`config.mk`:
```
export PLATFORM = sky130hd
export DESIGN_NAME = fetch_sequencer
export DESIGN_NICKNAME = d
export VERILOG_FILES = /design/src/rtl/fetch_sequencer.sv
export SDC_FILE = /design/constraint.sdc
export NUM_CORES = 1
export LEC_CHECK = 0
export ABC_AREA = 1
export BUFFER_PORTS_ARGS = -buffer_cell sky130_fd_sc_hd__buf_4
export CORE_MARGIN = 10
export CORE_UTILIZATION = 50
export CTS_CLUSTER_SIZE = 10
export DETAILED_ROUTE_END_ITERATION = 10
export GPL_TIMING_DRIVEN = 0
export PLACE_DENSITY = 0.83
export SLEW_MARGIN = 20
export SYNTH_ARGS = -nofsm -noshare
export SYNTH_HDL_FRONTEND = slang
export SYNTH_SLANG_ARGS = --single-unit
```
`constraint.sdc`:
```
create_clock -name clk -period 2.7 [get_ports clk]
set_input_delay 0.54 -clock clk [delete_from_list [all_inputs] [get_ports clk]]
set_output_delay 0.54 -clock clk [all_outputs]
set_load 0.01 [all_outputs]
```
`src/rtl/fetch_sequencer.sv`:
```
// fetch_sequencer: PC owner and one-entry fetch output stage for a combinational instruction memory.
// Optional performance counters are enabled with `define FETCH_PERF_EN.
module fetch_sequencer #(
    parameter int PC_W       = 32,
    parameter int RESET_PC   = 0,
    parameter int IMEM_DEPTH = 128
) (
    input  logic            clk,
    input  logic            rst_n,
    output logic [PC_W-1:0] pc,
    input  logic [31:0]     instr,
    input  logic            isdone,
    input  logic            redirect_valid,
    input  logic [PC_W-1:0] redirect_pc,
    output logic            out_valid,
    input  logic            out_ready,
    output logic [31:0]     out_instr,
    output logic [PC_W-1:0] out_pc,
    output logic            halted
`ifdef FETCH_PERF_EN
    ,
    output logic [31:0]     fetch_count,
    output logic [31:0]     stall_count
`endif
);
    typedef enum logic {RUN, HALT} state_t;
    state_t          state_q;
    logic [PC_W-1:0] pc_q, out_pc_q;
    logic [31:0]     out_instr_q;
    logic            out_valid_q, halted_q;
    logic            slot_free, oob, done, fire;
    always_comb begin
        slot_free = !out_valid_q || out_ready;
        oob       = pc_q >= PC_W'(IMEM_DEPTH);
        done      = oob;
        // an unknown isdone must read as not done, so only a true 1 sets it
        if (isdone) done = 1'b1;
        fire      = !redirect_valid && state_q == RUN && slot_free && !done;
    end
    always_ff @(posedge clk or negedge rst_n) begin
        if (!rst_n) begin
            state_q     <= RUN;
            pc_q        <= PC_W'(RESET_PC);
            out_valid_q <= 1'b0;
            out_instr_q <= '0;
            out_pc_q    <= '0;
            halted_q    <= 1'b0;
        end else if (redirect_valid) begin
            pc_q        <= redirect_pc;
            out_valid_q <= 1'b0;
            state_q     <= RUN;
            halted_q    <= 1'b0;
        end else if (state_q == RUN && slot_free && done) begin
            state_q     <= HALT;
            halted_q    <= 1'b1;
            out_valid_q <= 1'b0;
        end else if (fire) begin
            out_instr_q <= instr;
            out_pc_q    <= pc_q;
            out_valid_q <= 1'b1;
            pc_q        <= pc_q + 1'b1;
        end else if (out_valid_q && out_ready) begin
            out_valid_q <= 1'b0;
        end
    end
`ifdef FETCH_PERF_EN
    logic [31:0] fetch_count_q, stall_count_q;
    always_ff @(posedge clk or negedge rst_n) begin
        if (!rst_n) begin
            fetch_count_q <= '0;
            stall_count_q <= '0;
        end else begin
            if (fire && fetch_count_q != '1) fetch_count_q <= fetch_count_q + 1'b1;
            if (state_q == RUN && out_valid_q && !out_ready && stall_count_q != '1)
                stall_count_q <= stall_count_q + 1'b1;
        end
    end
    assign fetch_count = fetch_count_q;
    assign stall_count = stall_count_q;
`endif
    assign pc        = pc_q;
    assign out_valid = out_valid_q;
    assign out_instr = out_instr_q;
    assign out_pc    = out_pc_q;
    assign halted    = halted_q;
endmodule

```
**Word-level counts from Yosys, hierarchy flattened**

Index checks and enable logic that the tools add are counted.

- Word-level logic and storage cells: 36
- Bits of input ports: 69
- Register bits after elaboration: 98

- $add $sub $neg: 1
- Magnitude comparators: 1
- Eq/ne operators: 1
- Multiplexer cells: 10
- Reduce and logical (&&, ||, !) cells: 15
- Bitwise operators: 3

Operator list:

| cell | number |
|---|---|
| 32-bit 2-to-1 mux | 3 |
| 32-bit by 1-bit adder with 32-bit output (second input constant) | 1 |
| 32-bit by 8-bit greater-or-equal comparator with 1-bit output (second input constant) | 1 |
| 1-bit 2-to-1 mux | 7 |
| 1-bit logical AND | 6 |
| 2-bit nonzero test | 2 |
| 4-bit nonzero test | 1 |
| 1-bit zero test | 3 |
| 1-bit NOT | 3 |
| 3-bit AND reduction | 1 |
| 2-bit != test (second input constant) | 1 |
| 2-bit AND reduction | 1 |
| 1-bit logical OR | 1 |

**Logic depth before layout (Yosys ltp)**

- Depth after elaboration: 7
- Mapped depth: 10
- Mapped depth without buffers: 9

**Least setup slack after synthesis**

No wires, ideal clock.

- Kind: in2reg
- Start: input port isdone
- End: register out_instr_q[0], in the netlist out_instr[0]
- Required time: 2570 ps
- Setup slack: 1219 ps
- Path buffers: 2
- Stages on the path: 8
- Arrival: 1351 ps
- Setup time: 130 ps
- Path through: nor2_1 -> nand3b_1 -> nor2_2 -> nand3_2 -> buf_6 -> buf_6 -> nand2_1 -> o21ai_1

- Longest elaborated chain between the ends: 4
- Elaborated cells between the ends (all ways): 6
- Those cells by class: mux (1); bitwise (1); reduce/logical (4)

RTL lines:

| item | RTL line | RTL |
|---|---|---|
| start: declaration | 12 | `input logic isdone,` |
| 1-bit 2-to-1 mux (*) | 37 | `if (isdone) done = 1'b1;` |
| 1-bit zero test / 1-bit logical AND (equally long branches) | 38, 53 |  |
| 1-bit logical AND / 1-bit NOT (equally long branches) | n/a |  |
| 3-bit AND reduction (no source line) (*) | n/a |  |
| end signal: assignment | 58 | `out_instr_q <= instr;` |
| end: declaration | 29 | `logic [31:0] out_instr_q;` |

Every way passes the cells marked *; elsewhere a longest branch is shown, timed or not.
A chain may end at the register's enable or synchronous reset.

**Worst setup path after layout**

- Start: register pc_q[10], in the netlist pc[10]
- End: register out_instr_q[6], in the netlist out_instr[6]

- Longest elaborated chain between the ends: 5
- Elaborated cells between the ends (all ways): 7
- Those cells by class: order compare (1); mux (1); bitwise (1); reduce/logical (4)

RTL lines:

| item | RTL line | RTL |
|---|---|---|
| start: declaration | 28 | `logic [PC_W-1:0] pc_q, out_pc_q;` |
| start signal: assignment | 43 | `pc_q <= PC_W'(RESET_PC);` |
| start signal: assignment | 49 | `pc_q <= redirect_pc;` |
| start signal: assignment | 61 | `pc_q <= pc_q + 1'b1;` |
| 32-bit by 8-bit greater-or-equal comparator with 1-bit output (*) | 34 | `oob = pc_q >= PC_W'(IMEM_DEPTH);` |
| 1-bit 2-to-1 mux (*) | 37 |  |
| 1-bit zero test / 1-bit logical AND (equally long branches) | 38, 53 |  |
| 1-bit logical AND / 1-bit NOT (equally long branches) | n/a |  |
| 3-bit AND reduction (no source line) (*) | n/a |  |

Marks and branches as above.

==> results.tsv <==
metric	value	unit
power_frac_comb	11.3	%
htreeDepth	3	
cp-start-kind	register	
cts_resized	0	
coreArea	7767	sq um
io_pins	167	
grt_max_degree	99	
routed_wl	11290	um
slowest_delay	410	ps
area_growth	40.85	%
wl_met1	4528	um
netlist_area	4019	sq um
ys_async_sr_fraction	100.0	%
min_period	1711	ps
port_buffers	166	
antenna_found_initial	0	
cts_tree	done	
ctsRootBufferMaster	clkbuf_8	
fp.dieArea	12020	sq um
firstDrtPassIters	5	
overflow	0	
diodes	0	
ant_nets	0	
ys_top_cells_by_area	dfrtp_1 61%, nand2_1 12%, inv_1 4.9%, nand3_1 4.5%, and2_1 4.2%	
cp.required	2910	ps
yosys.area.top_type	dfrtp_1	
pwr-share-clk	38.6	%
fmax	0.5844	GHz
synth_seq_area_share	61.02	%
hold_viol_final	0	
cts.path.max_buffers	2	
wl_met3	1244	um
placed_cells	710	
cp_slowest_cell	dfrtp_1	
synth_warnings	0	
dr_wl_met2	5392	um
viasPerCell	4.820	
synth_fp_nets	513	
hpwl	8693	um
ys_seq_elements	98	
grt_first_pass_wirelength	17590	um
drt_iter0_markers	138	
syn-instance-count	442	
ys_top_cells_by_count	133 x nand2_1, 98 x dfrtp_1, 52 x inv_1	
gp_congestion	0.8305	
crit_chain	inv_1 > nand2_1 > nor2_1 > nand2_1 > nor2_2 > nand3_2 > buf_6 > buf_6 > nand2_1 > o21ai_1	
synth-edff-count	0	
highest_layer	met4	
nets	690	
worst_pin_slew	868.3	ps
grt_pass1_vias	3569	
initial_utilization	51.74	%
p_int	0.002405	W
timing.max_cap.violations	0	
drv_slew	0	
setup_viol	0	
period_share	63.38	%
power_density	554.0	nW/um^2
dpl_cell_area	5396	sq um
die_h	109.7	um
stdcell_count	726	
fin_area	5660	sq um
synth_most_common_cell	nand2_1	
clkLatencyLatePin	350	ps
ir_drop	0.0002911	V
netSwitchingFraction	23.32	%
outcome	finished clean	
drive_gt1_share	30.77	%
cts_buffers	9	
seq_power_share	50.1	%
worst_path_most_repeated_cell	nand2_1	
yosys_most_used_dff	dfrtp_1	
synth_cell_types	20	
rr_worst_depth	10	
p_leak	3.180	nW
syn_avg_cell_area	9.092	sq um
endpoint_kind	register	
r2r_start	pc[10]$_DFFE_PN0P_	
floorplan.rows	32	
vias	3499	
rrSetupSlack	990	ps
die_x	109.7	um
drc	0	
hold_buffers	0	
cp_max_fo	10	
criticalPathCategory	register to register	
rsz0062_at_grt	no	
arrival	1920	ps
r2r-end	out_instr[6]$_DFFE_PN0P_	
setup_tns	0	ps
clock_sinks	98	
whs	265.2	ps
grt_usage	18.42	%
cts_setup_buffers	0	
clk_pin_slew	100	ps
wire_per_inst	15.56	um
synth_top_area_share	61.02	%
p_sw	0.0007311	W
fin_skew	13.67	ps
hold_path.class	input pin to async pin	
relSlewSlack	42.11	%
## worst max-delay path by stage
stage / from / end / slack, ps / cells past startpoint
6_report: pc[10]$_DFFE_PN0P_ / out_instr[6]$_DFFE_PN0P_ / 990 / 10
5_1_grt: pc[10]$_DFFE_PN0P_ / out_instr[6]$_DFFE_PN0P_ / 760 / 8
4_1_cts: pc[21]$_DFFE_PN0P_ / out_instr[6]$_DFFE_PN0P_ / 950 / 10
3_5_place_dp: isdone / out_instr[6]$_DFFE_PN0P_ / 800 / 9
3_3_place_gp: isdone / out_instr[5]$_DFFE_PN0P_ / 860 / 9
2_1_floorplan: isdone / out_instr[0]$_DFFE_PN0P_ / 1220 / 8
## cell families after synthesis
group / share of synthesized area (%)
flip-flops: 61.02
AO/OA/AOI/OAI: 5.915
adder cells (fa/ha/maj): 0.6226
AND/OR/NAND/NOR: 23.51
XOR/XNOR: 0.8719
buffers and inverters: 8.063
## per-stage QoR
stage	utilization (%)	setup WS [ps]	total power, W
4_1_cts	72.87	947.4	0.003166
6_report	72.87	988.7	0.003136
5_1_grt	72.87	757.7	0.003263
3_3_place_gp	69.43	864.5	0.001945
2_1_floorplan	-	1219	0.001730
3_5_place_dp	69.47	799.1	0.001958
## metal layers
| layer | global-route usage, % | vias to the layer above |
|---|---|---|
| li1 | - | 1710 |
| met1 | 22.16 | 1636 |
| met4 | 5.576 | 0 |
| met5 | 0 | - |
| met2 | 29.94 | 139 |
| met3 | 7.256 | 14 |
## cells in the final DEF (no fill, tap or decap)
master        n
dfrtp_1      98
buf_1         2
and2_1       27
ha_1          2
a21o_1        1
buf_2         1
inv_1        52
nor2_1       16
nand2_2       1
buf_4       165
xnor2_1       1
clkbuf_8      9
bufinv_16     4
nand3_2       1
o21ai_1      20
nand2_1     133
buf_6         7
nand3_1      36
nand3b_1      1
inv_6         1
clkinvlp_4    1
xor2_1        3
o21ai_0      26
nor2_2        2
clkbuf_1     14
## layout make-up
class,count,area [sq um]
Clock buffer,10,127.6
Sequential cell,98,2452
Fill cell,587,2107
Buffer,22,128.9
Inverter,52,195.2
Timing Repair Buffer,166,1250
Clock inverter,6,136.4
Multi-Input combinational cell,270,1242
Tap cell,102,127.6
## power by group through the flow
| stage | combinational, W | clock (W) | sequential, W |
|---|---|---|---|
| floorplan | 0.000117 | 0 | 0.00161 |
| global placement | 0.000349 | 0 | 0.00160 |
| detailed placement | 0.000358 | 0 | 0.00160 |
| CTS | 0.000359 | 0.00124 | 0.00157 |
| global route | 0.000398 | 0.00129 | 0.00158 |
| finish | 0.000353 | 0.00121 | 0.00157 |
## flip-flops by register name, indices dropped and copies added (netlist names)
signal,flops
out_instr,32
halted,1
out_pc,32
out_valid,1
pc,32
## critical path, delay by kind of cell, from the launching register on
family,cells,cell delay [ps]
AOI/OAI and AO/OA,1,70
buffers and inverters,3,430
DFF,1,410
and+or+nand+nor,6,660
Note: power is estimated with default switching activity, not from simulation.
